$ cat src/rtl/tx_rs_io.sv
// Transmit-side XGMII reconciliation I/O: serializes 64b+8c words into 32b+4c columns and inserts link-fault sequences.
// Optional fault FSM/counter/override enabled by defining TXRS_FAULT_SEQ_EN; otherwise link_state is always OK.
module tx_rs_io #(
  parameter int LINK_OK_CNT = 128
) (
  input  logic         txclk_2x,
  input  logic         reset,
  input  logic [63:0]  txd64,
  input  logic [7:0]   txc8,
  input  logic         txd64_valid,
  output logic         tx_ready,
  input  logic         local_fault,
  input  logic         remote_fault,
  output logic [0:31]  txd,
  output logic [0:3]   txc,
  output logic [1:0]   link_state
);

  typedef enum logic [1:0] {
    ST_OK = 2'd0,
    ST_LF = 2'd1,
    ST_RF = 2'd2
  } state_t;

  localparam logic [35:0] IDLE_COL  = {32'hE0E0_E0E0, 4'b1111};
  // Remote-fault column: sequence char in lane 0, txd[30] and txd[31] set.
  localparam logic [35:0] FAULT_COL = {32'h5900_0003, 4'b1000};

  state_t      state;
  logic        ph;
  logic [35:0] hold;
  logic [35:0] pair_col0;
  logic [35:0] pair_col1;

`ifdef TXRS_FAULT_SEQ_EN
  localparam logic [15:0] CNT_LAST = 16'(LINK_OK_CNT - 1);

  state_t      state_next;
  logic [15:0] cnt;
  logic [15:0] cnt_next;

  always_ff @(posedge txclk_2x) begin
    if (reset) begin
      state <= ST_OK;
      cnt   <= 16'd0;
    end else begin
      state <= state_next;
      cnt   <= cnt_next;
    end
  end

  always_comb begin
    state_next = state;
    cnt_next   = cnt;
    case (state)
      ST_OK: begin
        if (local_fault)       state_next = ST_LF;
        else if (remote_fault) state_next = ST_RF;
        cnt_next = 16'd0;
      end
      default: begin
        // Any fresh indication restarts the fault-free run; local wins.
        if (local_fault) begin
          state_next = ST_LF;
          cnt_next   = 16'd0;
        end else if (remote_fault) begin
          state_next = ST_RF;
          cnt_next   = 16'd0;
        end else if (cnt == CNT_LAST) begin
          state_next = ST_OK;
          cnt_next   = 16'd0;
        end else begin
          cnt_next = cnt + 16'd1;
        end
      end
    endcase
  end
`else
  localparam int unused_link_ok_cnt = LINK_OK_CNT;
  logic unused_faults;

  assign unused_faults = local_fault ^ remote_fault;
  assign state         = ST_OK;
`endif

  assign link_state = state;
  assign tx_ready   = ~ph & ~reset;

  // Column pair chosen at a phase-0 edge; the override is sampled only here.
  always_comb begin
    pair_col0 = IDLE_COL;
    pair_col1 = IDLE_COL;
    if (state == ST_LF) begin
      pair_col0 = FAULT_COL;
      pair_col1 = FAULT_COL;
    end else if (state == ST_OK && txd64_valid) begin
      pair_col0 = {txd64[31:0],  txc8[3:0]};
      pair_col1 = {txd64[63:32], txc8[7:4]};
    end
  end

  always_ff @(posedge txclk_2x) begin
    if (reset) begin
      ph         <= 1'b0;
      {txd, txc} <= IDLE_COL;
      hold       <= IDLE_COL;
    end else begin
      ph <= ~ph;
      if (!ph) begin
        {txd, txc} <= pair_col0;
        hold       <= pair_col1;
      end else begin
        {txd, txc} <= hold;
      end
    end
  end

endmodule

$ cat config.mk
export PLATFORM = sky130hd
export DESIGN_NAME = tx_rs_io
export DESIGN_NICKNAME = d
export VERILOG_FILES = /design/src/rtl/tx_rs_io.sv
export SDC_FILE = /design/constraint.sdc
export NUM_CORES = 1
export LEC_CHECK = 0
export CORE_ASPECT_RATIO = 0.5
export CORE_MARGIN = 1
export CORE_UTILIZATION = 37
export DETAILED_ROUTE_END_ITERATION = 8
export GPL_TIMING_DRIVEN = 0
export HOLD_SLACK_MARGIN = 0.02
export MAX_ROUTING_LAYER = met4
export PLACE_DENSITY_LB_ADDON = 0.12
export SYNTH_ARGS = -nofsm -noshare
export SYNTH_HDL_FRONTEND = slang
export SYNTH_SLANG_ARGS = --single-unit
export TNS_END_PERCENT = 5
$ cat constraint.sdc
create_clock -name txclk_2x -period 1.1 [get_ports txclk_2x]
set_clock_uncertainty 0.2 [all_clocks]
set_input_delay 0.165 -clock txclk_2x [delete_from_list [all_inputs] [get_ports txclk_2x]]
set_output_delay 0.165 -clock txclk_2x [all_outputs]
set_load 0.03 [all_outputs]
== Word level (Yosys, flattened, before mapping) ==
Cells that the tools add are included.

* Output and inout port bits: 39
* Input port bits: 77
* Word-level logic and storage cells: 11
* Register bits: 73

* Bitwise operators: 3
* Mux-type cells: 4

{| class="wikitable"
|+ Operator list
! kind !! count
|-
| 2-to-1 mux 36 bit || 2
|-
| 2-to-1 mux 32 bit || 1
|-
| 2-to-1 mux 4 bit || 1
|-
| NOT 1 bit || 2
|-
| AND 1 bit || 1
|}

== Depth between registers and ports, before layout ==
* Depth in word-level cells: 2
* Mapped depth: 4
* Mapped depth without buffers: 2

== Worst setup path after synthesis ==
No wires, ideal clock.

* Path kind: flip-flop to output port
* Start: reg ph
* End: out tx_ready
* Data required time: 0.735 ns
* Path buffers: 2
* Path slack: -0.304 ns
* Cell stages (with the launch flop): 4
* Data arrival time: 1.039 ns
* Path through: dfxtp_1 buf_4 buf_6 nor2_1

* Longest elaborated chain between the ends: 2

{| class="wikitable"
|+ RTL lines
! item !! RTL line !! RTL
|-
| start: declaration || 30 || <nowiki>logic ph;</nowiki>
|-
| start signal: assignment || 108 || <nowiki>ph <= ~ph;</nowiki>
|-
| NOT 1 bit || 87 || <nowiki>assign tx_ready = ~ph & ~reset;</nowiki>
|-
| AND 1 bit || 87 ||
|-
| end: declaration || 11 || <nowiki>output logic tx_ready,</nowiki>
|}

Every way passes these cells.

== Worst setup path after layout ==
Ends and elaborated chain as after synthesis.

==> qor.yml <==
global_route:
  grt_pass1_wl_um: 10700
  grt_usage: 0.203
  antenna_found_initial: 0
  grt_max_degree: 13
  grt_pass1_vias: 2332
  grt_overflow_total: 0
final_layout:
  area_growth_pct: 75.1
  fill_cells: 545
  final_util: 0.680
  drive_gt1_frac: 0.400
  antenna_cells: 0
  finalNetCount: 492
cts:
  cts_root_buf: "clkbuf_16"
  cts_made_buffers: 9
  clk_pin_slew_ns: 0.06
  cts_tree: "yes"
  h-tree-depth: 3
  clockBufferDepth: 2
  cts.sinks: 73
  clk_latency_ns: 0.33
power:
  peakVddDrop_mv: 0.960
  power_uw: 6940
  power.density_nw_per_um2: 1510
  p_leak_uw: 0.00173
placement:
  dpl.hpwl_um: 4860
  portBuffers: 110
  gp_congestion: 0.745
critical_path:
  setup.worst_path.end_class: "output port"
  criticalPathCategory: "reg2out"
  critPathMaxFanout: 2
  worstPathRequired_ns: 0.73
  arrival_ns: 1.11
  startpoint_type: "register"
sta:
  finalCriticalPeriod_ns: 1.47
  fin_ws_ns: -0.372
  tightest_slew_ns: 0.542
  max_clock_freq_mhz: 680
  drv_slew: 0
  relSlewSlack: 0.639
  hold_violations: 0
  finalSetupViolCount: 110
  fin_hold_ws_ns: 0.130
  fin_crit_sh: 1.34
  rsz0062_at_grt: "true"
  fin_tns_setup_ns: -18.93
run:
  maxCapViolCount: 0
outcome:
  status: "finished, violations left"
  violations: "negative setup slack"
logic_synthesis:
  synth_fa_ha_area_frac: 0
  yosysSeqAreaShare: 0.555
  synth_top_family_by_area: "simple AND/OR/NAND/NOR gates"
  synthXorXnorAreaFrac: 0
  synth_seq_cells: 73
  synth-simple-area-share: 0.243
  synth_mux_area_frac: 0
  yosysWarnings: 0
  synth_compound_area_frac: 0.137
  netlist_area_um2: 2630
  ys_types: 14
  synthCells: 285
  syn_area_per_cell_um2: 9.23
hold_path:
  min-delay-path-class: "in2reg"
floorplanning:
  dieHeight_um: 61.6
  die_w_um: 121
  die_area_um2: 7470
  core_area_um2: 6780
  io_pins: 116
  num_rows: 21
  start_util: 0.388
detailed_routing:
  dr.pass1.iters: 4
  routed_wl_um: 7370
  via_per_inst: 4.86
  vias: 2487
  post-route-drc-count: 0
  drt_iter0_drc: 92
  wire_per_inst_um: 14.4
  ant_nets: 0
-- final timing paths --
kind              startpoint  endpoint  slack, ns  depth (start not counted)
hold / removal         reset    txd[6]       0.13                          3
hold reg to reg     hold[13]   txd[22]       0.26                          2
setup reg to reg          ph    txd[1]      -0.31                          6
setup / recovery          ph  tx_ready      -0.37                          4
-- critical path: stages, from the launching register on --
cell and delay [ns]:
dfxtp_4 0.35, buf_6 0.12, buf_8 0.11, nor2_4 0.07
buf_6 0.13
-- repair_timing --
| item | CTS | global route |
|---|---|---|
| pin swaps | 20 | 20 |
| setup endpoints to repair | 110 | 110 |
| hold buffers | 0 | 0 |
| resized for setup | 322 | 39 |
| gates cloned | 0 | 2 |
| buffers inserted | 3 | 3 |
-- kinds of logic after synthesis --
kind of cell / after synthesis
buffers and inverters: 28
AND/OR/NAND/NOR: 111
AO/OA/AOI/OAI: 72
other: 1
flip-flops: 73
-- power by group --
part	total, uW	switching [uW]	internal [uW]
registers	2830	53.1	2780
clock network	3010	1080	1930
logic	1090	488	606
-- cell usage after synthesis --
library cell / number / share of area
clkbuf_1: 8 / 0.011
dfxtp_1: 73 / 0.56
buf_1: 2 / 0.0029
nor3b_2: 2 / 0.0095
a21oi_1: 72 / 0.14
nor2b_1: 1 / 0.0024
buf_2: 10 / 0.019
nand3b_1: 40 / 0.11
nor3b_1: 14 / 0.040
buf_4: 3 / 0.0086
conb_1: 1 / 0.0014
nor2_1: 34 / 0.049
nand2_1: 20 / 0.029
buf_6: 5 / 0.021
-- cell usage in the layout (no fill, tap or decap), drive strengths merged --
master	netlist	routed
nor2b	1	1
nor2	34	34
nor3b	16	16
clkinv	0	1
nand3b	40	40
clkdlybuf4s50	0	73
dfxtp	73	73
conb	1	2
nand2	20	20
clkinvlp	0	2
clkbuf	8	20
a21oi	72	72
buf	20	65
bufinv	0	1
-- through the flow --
stage / setup WS (ns) / std cells / area, um2
6_report: -0.372 / 512 / 4610
5_1_grt: -0.408 / 512 / 4610
4_1_cts: -0.379 / 507 / 4400
3_5_place_dp: -0.712 / 488 / 3900
3_3_place_gp: -0.701 / 488 / 3900
2_1_floorplan: -0.0422 / 286 / 2690
-- registers in the layout, summed over array words and instances, names as in the netlist --
signal / flops
hold: 36
ph: 1
txc: 4
txd: 32
-- per-layer routing --
layer / up-vias / share of wire / GRT usage
met5: - / 0 / -
met4: 0 / 0.020 / 0.0970
met3: 17 / 0.063 / 0.0787
met2: 82 / 0.49 / 0.328
met1: 1167 / 0.42 / 0.227
li1: 1221 / - / -
-- area by class of cell --
class                           instances  area [um2]  share of cell area
Multi-Input combinational cell        185        1180               0.255
Buffer                                 28         235              0.0510
Clock inverter                          4        50.0              0.0109
Tap cell                               92         115              0.0250
Sequential cell                        73        1510               0.328
Clock buffer                           12         267              0.0578
Timing Repair Buffer                  118        1250               0.272
No activity file was read; power rests on OpenSTA's default activity.
